<file path="src/rtl/fp_pkg.sv">
// Shared FP datapath definitions: single-precision defaults, stage-1 bundle layout,
// and builders for signed infinity / signed zero result words.
`ifndef FP_PKG_DEFS
`define FP_PKG_DEFS
`define FP_INF(s, ew, mw)  {(s), {(ew){1'b1}}, {(mw){1'b0}}}
`define FP_ZERO(s, ew, mw) {(s), {(ew){1'b0}}, {(mw){1'b0}}}
`endif

package fp_pkg;
  localparam int FP_EXP_W = 8;
  localparam int FP_MAN_W = 23;
  localparam int FP_BIAS  = 127;

  // Stage-1 bundle at the default format; the pipeline registers follow this field order.
  typedef struct packed {
    logic                       sign;
    logic                       zero;
    logic signed [FP_EXP_W+1:0] e1;
    logic [FP_MAN_W-1:0]        man;
    logic                       guard;
    logic                       sticky;
  } s1_t;
endpackage

</file>
<file path="src/rtl/fp_round_rne.sv">
// Round-to-nearest-even of a normalised mantissa with carry into the exponent.
// Combinational; no handshake.
module fp_round_rne #(
  parameter int EXP_W = 8,
  parameter int MAN_W = 23
) (
  input  logic [MAN_W-1:0]        man,
  input  logic                    guard,
  input  logic                    sticky,
  input  logic signed [EXP_W+1:0] e1,
  output logic [MAN_W-1:0]        m,
  output logic signed [EXP_W+1:0] e2,
  output logic                    inexact
);
  logic           rnd;
  logic [MAN_W:0] sum;

  assign rnd     = guard & (sticky | man[0]);
  assign sum     = {1'b0, man} + {{MAN_W{1'b0}}, rnd};
  // A carry means the mantissa rolled over to 2.0, so renormalise into the exponent.
  assign m       = sum[MAN_W] ? '0 : sum[MAN_W-1:0];
  assign e2      = e1 + {{(EXP_W+1){1'b0}}, sum[MAN_W]};
  assign inexact = guard | sticky;
endmodule

</file>
<file path="src/rtl/fp_mul_round_pipe.sv">
// FP multiplier result stage: normalise, RNE round, re-bias, ovf/unf, pack. Latency 2.
// Valid/ready on both sides, 1 beat/cycle; a stalled output holds and backs up into stage 1.
module fp_mul_round_pipe import fp_pkg::*; #(
  parameter int EXP_W = FP_EXP_W,
  parameter int MAN_W = FP_MAN_W,
  parameter int BIAS  = FP_BIAS
) (
  input  logic                   clk,
  input  logic                   rst_n,
  input  logic                   in_valid,
  output logic                   in_ready,
  input  logic [2*MAN_W+1:0]     in_prod,
  input  logic [EXP_W+1:0]       in_exp,
  input  logic                   in_sign_a,
  input  logic                   in_sign_b,
  output logic                   out_valid,
  input  logic                   out_ready,
  output logic [EXP_W+MAN_W:0]   out_result,
  output logic                   out_ovf,
  output logic                   out_unf,
  output logic                   out_inexact
);
  localparam logic [EXP_W+1:0]        BIAS_V = (EXP_W+2)'(BIAS);
  localparam logic signed [EXP_W+1:0] EMAX   = (EXP_W+2)'((1 << EXP_W) - 1);

  logic                    s1_valid, s1_advance;
  logic                    s1_sign, s1_zero, s1_guard, s1_sticky;
  logic signed [EXP_W+1:0] s1_e1;
  logic [MAN_W-1:0]        s1_man;

  logic                    norm;
  logic [2*MAN_W:0]        p;
  logic signed [EXP_W+1:0] e1_d;

  logic [MAN_W-1:0]        m;
  logic signed [EXP_W+1:0] e2;
  logic                    inexact;
  logic [EXP_W+MAN_W:0]    res_d;
  logic                    ovf_d, unf_d, inx_d;

  assign s1_advance = !out_valid || out_ready;
  assign in_ready   = !s1_valid || s1_advance;

  // Product lies in [1,4); the top bit decides whether a one-place left shift is needed.
  assign norm = in_prod[2*MAN_W+1];
  assign p    = norm ? in_prod[2*MAN_W:0] : {in_prod[2*MAN_W-1:0], 1'b0};
  assign e1_d = in_exp + {{(EXP_W+1){1'b0}}, norm} + BIAS_V;

  always_ff @(posedge clk or negedge rst_n) begin
    if (!rst_n) begin
      s1_valid  <= 1'b0;
      s1_sign   <= 1'b0;
      s1_zero   <= 1'b0;
      s1_e1     <= '0;
      s1_man    <= '0;
      s1_guard  <= 1'b0;
      s1_sticky <= 1'b0;
    end else if (in_ready) begin
      s1_valid <= in_valid;
      if (in_valid) begin
        s1_sign   <= in_sign_a ^ in_sign_b;
        s1_zero   <= (in_prod == '0);
        s1_e1     <= e1_d;
        s1_man    <= p[2*MAN_W:MAN_W+1];
        s1_guard  <= p[MAN_W];
        s1_sticky <= |p[MAN_W-1:0];
      end
    end
  end

  fp_round_rne #(.EXP_W(EXP_W), .MAN_W(MAN_W)) u_round (
    .man     (s1_man),
    .guard   (s1_guard),
    .sticky  (s1_sticky),
    .e1      (s1_e1),
    .m       (m),
    .e2      (e2),
    .inexact (inexact)
  );

  always_comb begin
    res_d = {s1_sign, e2[EXP_W-1:0], m};
    ovf_d = 1'b0;
    unf_d = 1'b0;
    inx_d = inexact;
    if (s1_zero) begin
      res_d = `FP_ZERO(s1_sign, EXP_W, MAN_W);
      inx_d = 1'b0;
    end else if (e2 >= EMAX) begin
      res_d = `FP_INF(s1_sign, EXP_W, MAN_W);
      ovf_d = 1'b1;
      inx_d = 1'b1;
    end else if (e2[EXP_W+1] || e2 == '0) begin
      // No subnormals: anything at or below the minimum biased exponent flushes to zero.
      res_d = `FP_ZERO(s1_sign, EXP_W, MAN_W);
      unf_d = 1'b1;
      inx_d = 1'b1;
    end
  end

  always_ff @(posedge clk or negedge rst_n) begin
    if (!rst_n) begin
      out_valid   <= 1'b0;
      out_result  <= '0;
      out_ovf     <= 1'b0;
      out_unf     <= 1'b0;
      out_inexact <= 1'b0;
    end else if (s1_advance) begin
      out_valid <= s1_valid;
      if (s1_valid) begin
        out_result  <= res_d;
        out_ovf     <= ovf_d;
        out_unf     <= unf_d;
        out_inexact <= inx_d;
      end
    end
  end
endmodule

</file>
<file path="config.mk">
export PLATFORM = sky130hd
export DESIGN_NAME = fp_mul_round_pipe
export DESIGN_NICKNAME = d
export VERILOG_FILES = /design/src/rtl/fp_pkg.sv /design/src/rtl/fp_round_rne.sv /design/src/rtl/fp_mul_round_pipe.sv
export SDC_FILE = /design/constraint.sdc
export NUM_CORES = 1
export LEC_CHECK = 0
export CORE_MARGIN = 1
export CORE_UTILIZATION = 45
export CTS_CLUSTER_SIZE = 24
export DETAILED_ROUTE_END_ITERATION = 12
export PLACE_DENSITY_LB_ADDON = 0.08
export RECOVER_POWER = 100
export SETUP_SLACK_MARGIN = 0.5
export SLEW_MARGIN = 15
export SYNTH_ARGS = -nofsm -noshare
export SYNTH_HDL_FRONTEND = slang
export SYNTH_HIERARCHICAL = 1
export SYNTH_SLANG_ARGS = --single-unit
</file>
<file path="constraint.sdc">
create_clock -name clk -period 3.7 [get_ports clk]
set_input_delay 0.37 -clock clk [delete_from_list [all_inputs] [get_ports clk]]
set_output_delay 0.37 -clock clk [all_outputs]
set_load 0.05 [all_outputs]
</file>
# --- Word-level counts from Yosys, hierarchy flattened ---
# Cells that the tools add are included.
word_totals:
  reg_bits: 74
  latch_bits: 0
  ramBits: 0
  romBits: 0
  inputBits: 64
  output_inout_bits: 37
  elab_cells: 44
  n_memories: 0
classes:
  add_sub_neg: 4
  mul: 0
  n_div: 0
  order_cmp: 1
  n_eq_ne: 0
  shift: 0
  n_mux: 13
  bitwise: 4
  reduce_logical: 10
op_table:
  columns: ["op", "n"]
  rows:
  - ["$mux W31", 3]
  - ["$logic_not A48 Y1", 1]
  - ["$mux W47", 1]
  - ["$add A23 B1 Y24", 1]
  - ["$mux W23", 1]
  - ["$reduce_or A23 Y1", 1]
  - ["$add A10 B1 Y10", 2]
  - ["$add A10 B7 Y10 const B", 1]
  - ["$ge A10 B9 Y1 const B", 1]
  - ["$logic_not A10 Y1", 1]
  - ["$mux W1", 8]
  - ["$reduce_and A2 Y1", 2]
  - ["$logic_or A1 B1 Y1", 3]
  - ["$logic_not A1 Y1", 2]
  - ["$or A1 B1 Y1", 2]
  - ["$and A1 B1 Y1", 1]
  - ["$xor A1 B1 Y1", 1]

# --- Longest topological paths before layout ---
depth:
  ltp_word: 9
  ltp_mapped: 17
  ltp_nobuf: 14

# --- Cells and area by module ---
# The synthesis kept the hierarchy.
modules_own_cells:
  columns: ["mod", "n_inst", "cells_per_inst", "area_per_inst_um2", "seq_area_each_um2"]
  rows:
  - ["fp_mul_round_pipe", 1, 292, 3281.9, 1851.8]
  - ["fp_round_rne", 1, 105, 696.9, 0.0]

# --- Worst setup path before layout ---
# OpenSTA, ideal clock, no wires.
synth_timing:
  kind: "register to register"
  from: "reg s1_sticky"
  to: "reg out_result[16]"
  setup_time_ns: 0.121
  arrival_ns: 3.754
  t_required_ns: 3.579
  path_slack_ns: -0.175
  stages_incl_launch_ff: 18
  n_path_buf: 3
  synth_period_minus_slack_ns: 3.875
  path_cell_list: "dfrtp_1 o21a_1 ha_1 and4_1 nand4_2 nor4_2 buf_2 ha_1 ha_1 and3_1 nand3_1 xnor2_1 or4_4 nor2_2 and3b_1 buf_6 buf_8 a22o_1"
synth_between:
  elab_chain_cells: 9
  word_cells_on_any_way: 11
  cone_classes: "add/sub: 2; order compare: 1; mux: 4; bitwise: 2; reduce/logical: 2"
synth_lines:
  columns: ["element", "line_no", "source"]
  rows:
  - ["start, declared", "fp_mul_round_pipe.sv:27", "logic s1_sign, s1_zero, s1_guard, s1_sticky;"]
  - ["start signal, assigned", "fp_mul_round_pipe.sv:66", "s1_sticky <= |p[MAN_W-1:0];"]
  - ["$or A1 B1 Y1 (*)", "fp_round_rne.sv:18", "assign rnd = guard & (sticky | man[0]);"]
  - ["$and A1 B1 Y1 (*)", "fp_round_rne.sv:18", null]
  - ["$add A23 B1 Y24 (*)", "fp_round_rne.sv:19", "assign sum = {1'b0, man} + {{MAN_W{1'b0}}, rnd};"]
  - ["$add A10 B1 Y10 (*)", "fp_round_rne.sv:22", "assign e2 = e1 + {{(EXP_W+1){1'b0}}, sum[MAN_W]};"]
  - ["named net e2[6]", "fp_mul_round_pipe.sv:36", "logic signed [EXP_W+1:0] e2;"]
  - ["parallel branches: the longest is 3 deep, another holds $ge A10 B9 Y1", null, null]
  - ["$mux W31 (*)", "fp_mul_round_pipe.sv:89", "end else if (e2 >= EMAX) begin"]
  - ["$mux W31 (*)", "fp_mul_round_pipe.sv:86", "if (s1_zero) begin"]
  - ["end signal, assigned", "fp_mul_round_pipe.sv:111", "out_result <= res_d;"]
  - ["end, declared", "fp_mul_round_pipe.sv:18", "output logic [EXP_W+MAN_W:0] out_result,"]
# Mark *: on every way through the listed nets, which the timed path passes.
# A chain may end at the register's enable or synchronous reset.

# --- Worst setup path in the final report ---
layout_timing:
  from: "reg s1_man[0]"
  to: "reg out_result[17]"
layout_between:
  elab_chain_cells: 9
  word_cells_on_any_way: 11
  cone_classes: "add/sub: 2; order compare: 1; mux: 4; bitwise: 2; reduce/logical: 2"
layout_lines:
  columns: ["element", "line_no", "source"]
  rows:
  - ["start, declared", "fp_mul_round_pipe.sv:29", "logic [MAN_W-1:0] s1_man;"]
  - ["start signal, assigned", "fp_mul_round_pipe.sv:64", "s1_man <= p[2*MAN_W:MAN_W+1];"]
  - ["$or A1 B1 Y1", "fp_round_rne.sv:18", null]
  - ["$and A1 B1 Y1", "fp_round_rne.sv:18", null]
  - ["$add A23 B1 Y24 (*)", "fp_round_rne.sv:19", null]
  - ["$add A10 B1 Y10 (*)", "fp_round_rne.sv:22", null]
  - ["named net e2[7]", "fp_mul_round_pipe.sv:36", null]
  - ["parallel branches: the longest is 3 deep, another holds $ge A10 B9 Y1", null, null]
  - ["$mux W31 (*)", "fp_mul_round_pipe.sv:89", null]
  - ["$mux W31 (*)", "fp_mul_round_pipe.sv:86", null]
# Marks and branches as above.

==> reports/results.txt <==
Final wirelength: 9510 um
# placed instances: 589
Clk buf depth: 2
Critical Path Start Type: register
Critical Path AT: 3.69 ns
Overflow after GRT: 0
Total die area: 0.00922 mm2
Routability cong.: 0.851
Reg area: 0.00185 mm2
Largest net degree at the start of global routing: 58
Share of cells above drive strength 1: 12.2%
CP Class: reg2reg
R2r setup slk: 0.25 ns
Layout area overhead: 37.4%
Synth cell count leaders: dfrtp_1, nand2_1, o21ai_0
Worst skew pair latency: 0.36 ns
Starting density of the core: 47.5%
Post-synth top area share: 46.5%
Status: finished with violations
Die Width: 96.0 um
IO Pins: 101
Worst EP required: 3.94 ns
Drc violations: 0
Register area share after synthesis: 46.5%
Layout Skew: 0.0112 ns
Iteration-0 DRC Markers: 87
Routing usage on met3: 3.79%
DR vias: 3393
Reg2Reg Capture Point: out_result[17]$_DFFE_PN0P_
RSZ-0062 raised after global routing: true
Max_cap viols: 2
Ant. Diodes: 0
Synthesized area: 0.00398 mm2
Least-Margin Pin Slew: 1.77 ns
Most frequent cell after synthesis: dfrtp_1
Core Util, Final: 65.2%
Slew HR: -18.1%
CTS tree: built
Post-synth net total: 467
Post-Layout Cell Count: 622
Core region area: 0.00838 mm2
Worst-path clk slew: 0.08 ns
Post-synth EDFFs: 0
Mean routed wirelength per cell: 15.3 um
CP Capture Type: register
Crit path max fanout: 6
Post-Route Setup TNS: 0 ns
Vias per inst: 5.45
GRT busiest layer: met2
Final number of setup-violating endpoints: 0
Leak: 2.39 nW
Slew Limit Fails: 75
Ys async rst share: 100%
Yosys warnings: 6
Synth cell types: 49
Multi-input gate area in the final layout: 0.00211 mm2
GR Util met2: 34.0%
First-pass GRT wire length: 15300 um
Nets: 582
Initial antenna violation count: 0
Syn avg cell area: 10.0 um2
Tot Pwr: 2.58 mW
CTS H-tree lvls: 3
Predominant post-synthesis flop cell: dfrtp_1
Pwr/cell area: 471 mW/mm2
Iteration count of the initial detailed-routing pass: 4
Vias in the first global route: 3134
DP Worst Slack: 0.146 ns
Final Hold Viols: 0
Hold Crit Class: in2async
Met1 global-route usage: 30.8%
Clock sinks: 74
Synth area leader: dfrtp_1
Fillers: 697
Hold slack: 0.470 ns
Fin worst setup slack: 0.254 ns
Cts bufs inserted: 9
R2r startpoint: s1_man[0]$_DFFE_PN0P_
Final Cycle Share: 93.1%
Tmin final: 3.45 ns
Die Ht: 96.0 um
Detailed Place HPWL: 7000 um
Max rail drop VDD: 0.159 mV
FMAX: 290 MHz
Reg2Reg Depth: 14
Failing checks: max-capacitance violations, max-slew violations
GR Util All Layers: 22.0%
Cell count after synthesis: 397
Routed Antenna Nets: 0
Port Buffers: 100
#FFs+latches synth: 74
Largest cells by area after synthesis: dfrtp_1, mux2i_1, nand2_1
Std-Cell Rows: 33
Placed Area: 0.00511 mm2
Post-CTS Hold Fix Bufs: 0
Clock root buffer: clkbuf_8
Finished Cell Area: 0.00547 mm2
-- cell usage in the layout, fill, tap and decap left out, drive strengths merged, types with 18 or more instances in the layout --
master | Yosys | routed
mux2i | 24 | 24
clkdlybuf4s50 | 0 | 60
buf | 8 | 18
nor2 | 18 | 18
nand2 | 52 | 52
dfrtp | 74 | 74
xnor2 | 18 | 18
dlygate4sd3 | 0 | 39
o21ai | 36 | 36
a22o | 24 | 24
-- worst max-delay path by stage --
stage	startpoint	to	slack, ns	cells past startpoint
after CTS	s1_man[0]$_DFFE_PN0P_	out_result[15]$_DFFE_PN0P_	0.40	14
after global routing	s1_man[0]$_DFFE_PN0P_	out_result[3]$_DFFE_PN0P_	0.14	14
after detailed placement	s1_man[0]$_DFFE_PN0P_	out_result[15]$_DFFE_PN0P_	0.15	14
after global placement	s1_man[0]$_DFFE_PN0P_	out_result[13]$_DFFE_PN0P_	0.25	14
final	s1_man[0]$_DFFE_PN0P_	out_result[17]$_DFFE_PN0P_	0.25	14
after floorplan	s1_man[0]$_DFFE_PN0P_	out_result[16]$_DFFE_PN0P_	0.26	17
-- final cells by class --
cell class / instances / share of cell area [%]
clock buffer: 11 / 2.59
clock inverter: 5 / 0.984
inverter: 7 / 0.481
multi-input combinational: 299 / 38.5
sequential: 74 / 33.9
tap: 105 / 2.40
timing repair buffer: 121 / 21.1
-- critical path, stage by stage (launching register included) --
cell and delay [ns]:
dfrtp_1 0.37, o21a_1 0.12, ha_1 0.17, and4_4 0.24, nand4_4 0.12, nor4_4 0.31
ha_4 0.20, nand2_1 0.06, nor2_2 0.17, nand3_2 0.10, xnor2_1 0.19, or4_1 0.63
nor2_4 0.17, and3b_1 0.28, a22o_1 0.21
-- cells by family (layout without fill, tap and decap cells) --
kind of cell,Yosys count,count (layout),synth area share [%]
compound gates,83,83,14.5
xor+xnor,33,33,7.26
fa+ha+maj,6,6,1.89
buf+inv,27,144,3.43
flops,74,74,46.5
mux,25,25,6.32
simple gates,149,152,20.1
-- where the power goes --
| part | leakage [nW] | internal, mW | switching, mW |
|---|---|---|---|
| Combinational | 1.36 | 0.343 | 0.531 |
| Sequential | 0.929 | 0.948 | 0.135 |
| Clock | 0.103 | 0.328 | 0.293 |
-- sequential cells by signal, indices dropped and copies added, names as in the netlist --
signal,count
out_result,32
s1_man,23
out_unf,1
out_inexact,1
s1_zero,1
s1_e1,10
out_ovf,1
s1_sign,1
s1_sticky,1
s1_guard,1
out_valid,1
s1_valid,1
-- per-layer routing --
metal,routed length [um],up-vias
li1,-,1692
met1,4640,1586
met2,4270,102
met3,454,13
met4,144,0
met5,0,-
-- repair_timing --
action / CTS / global route
gates resized for setup: 9 / 9
pin swaps: 0 / 4
setup buffers: 5 / 9
gates cloned: 2 / 1
hold endpoints to repair: 0 / 0
setup endpoints to repair: 32 / 34
Power figures use the tool's default switching activity.
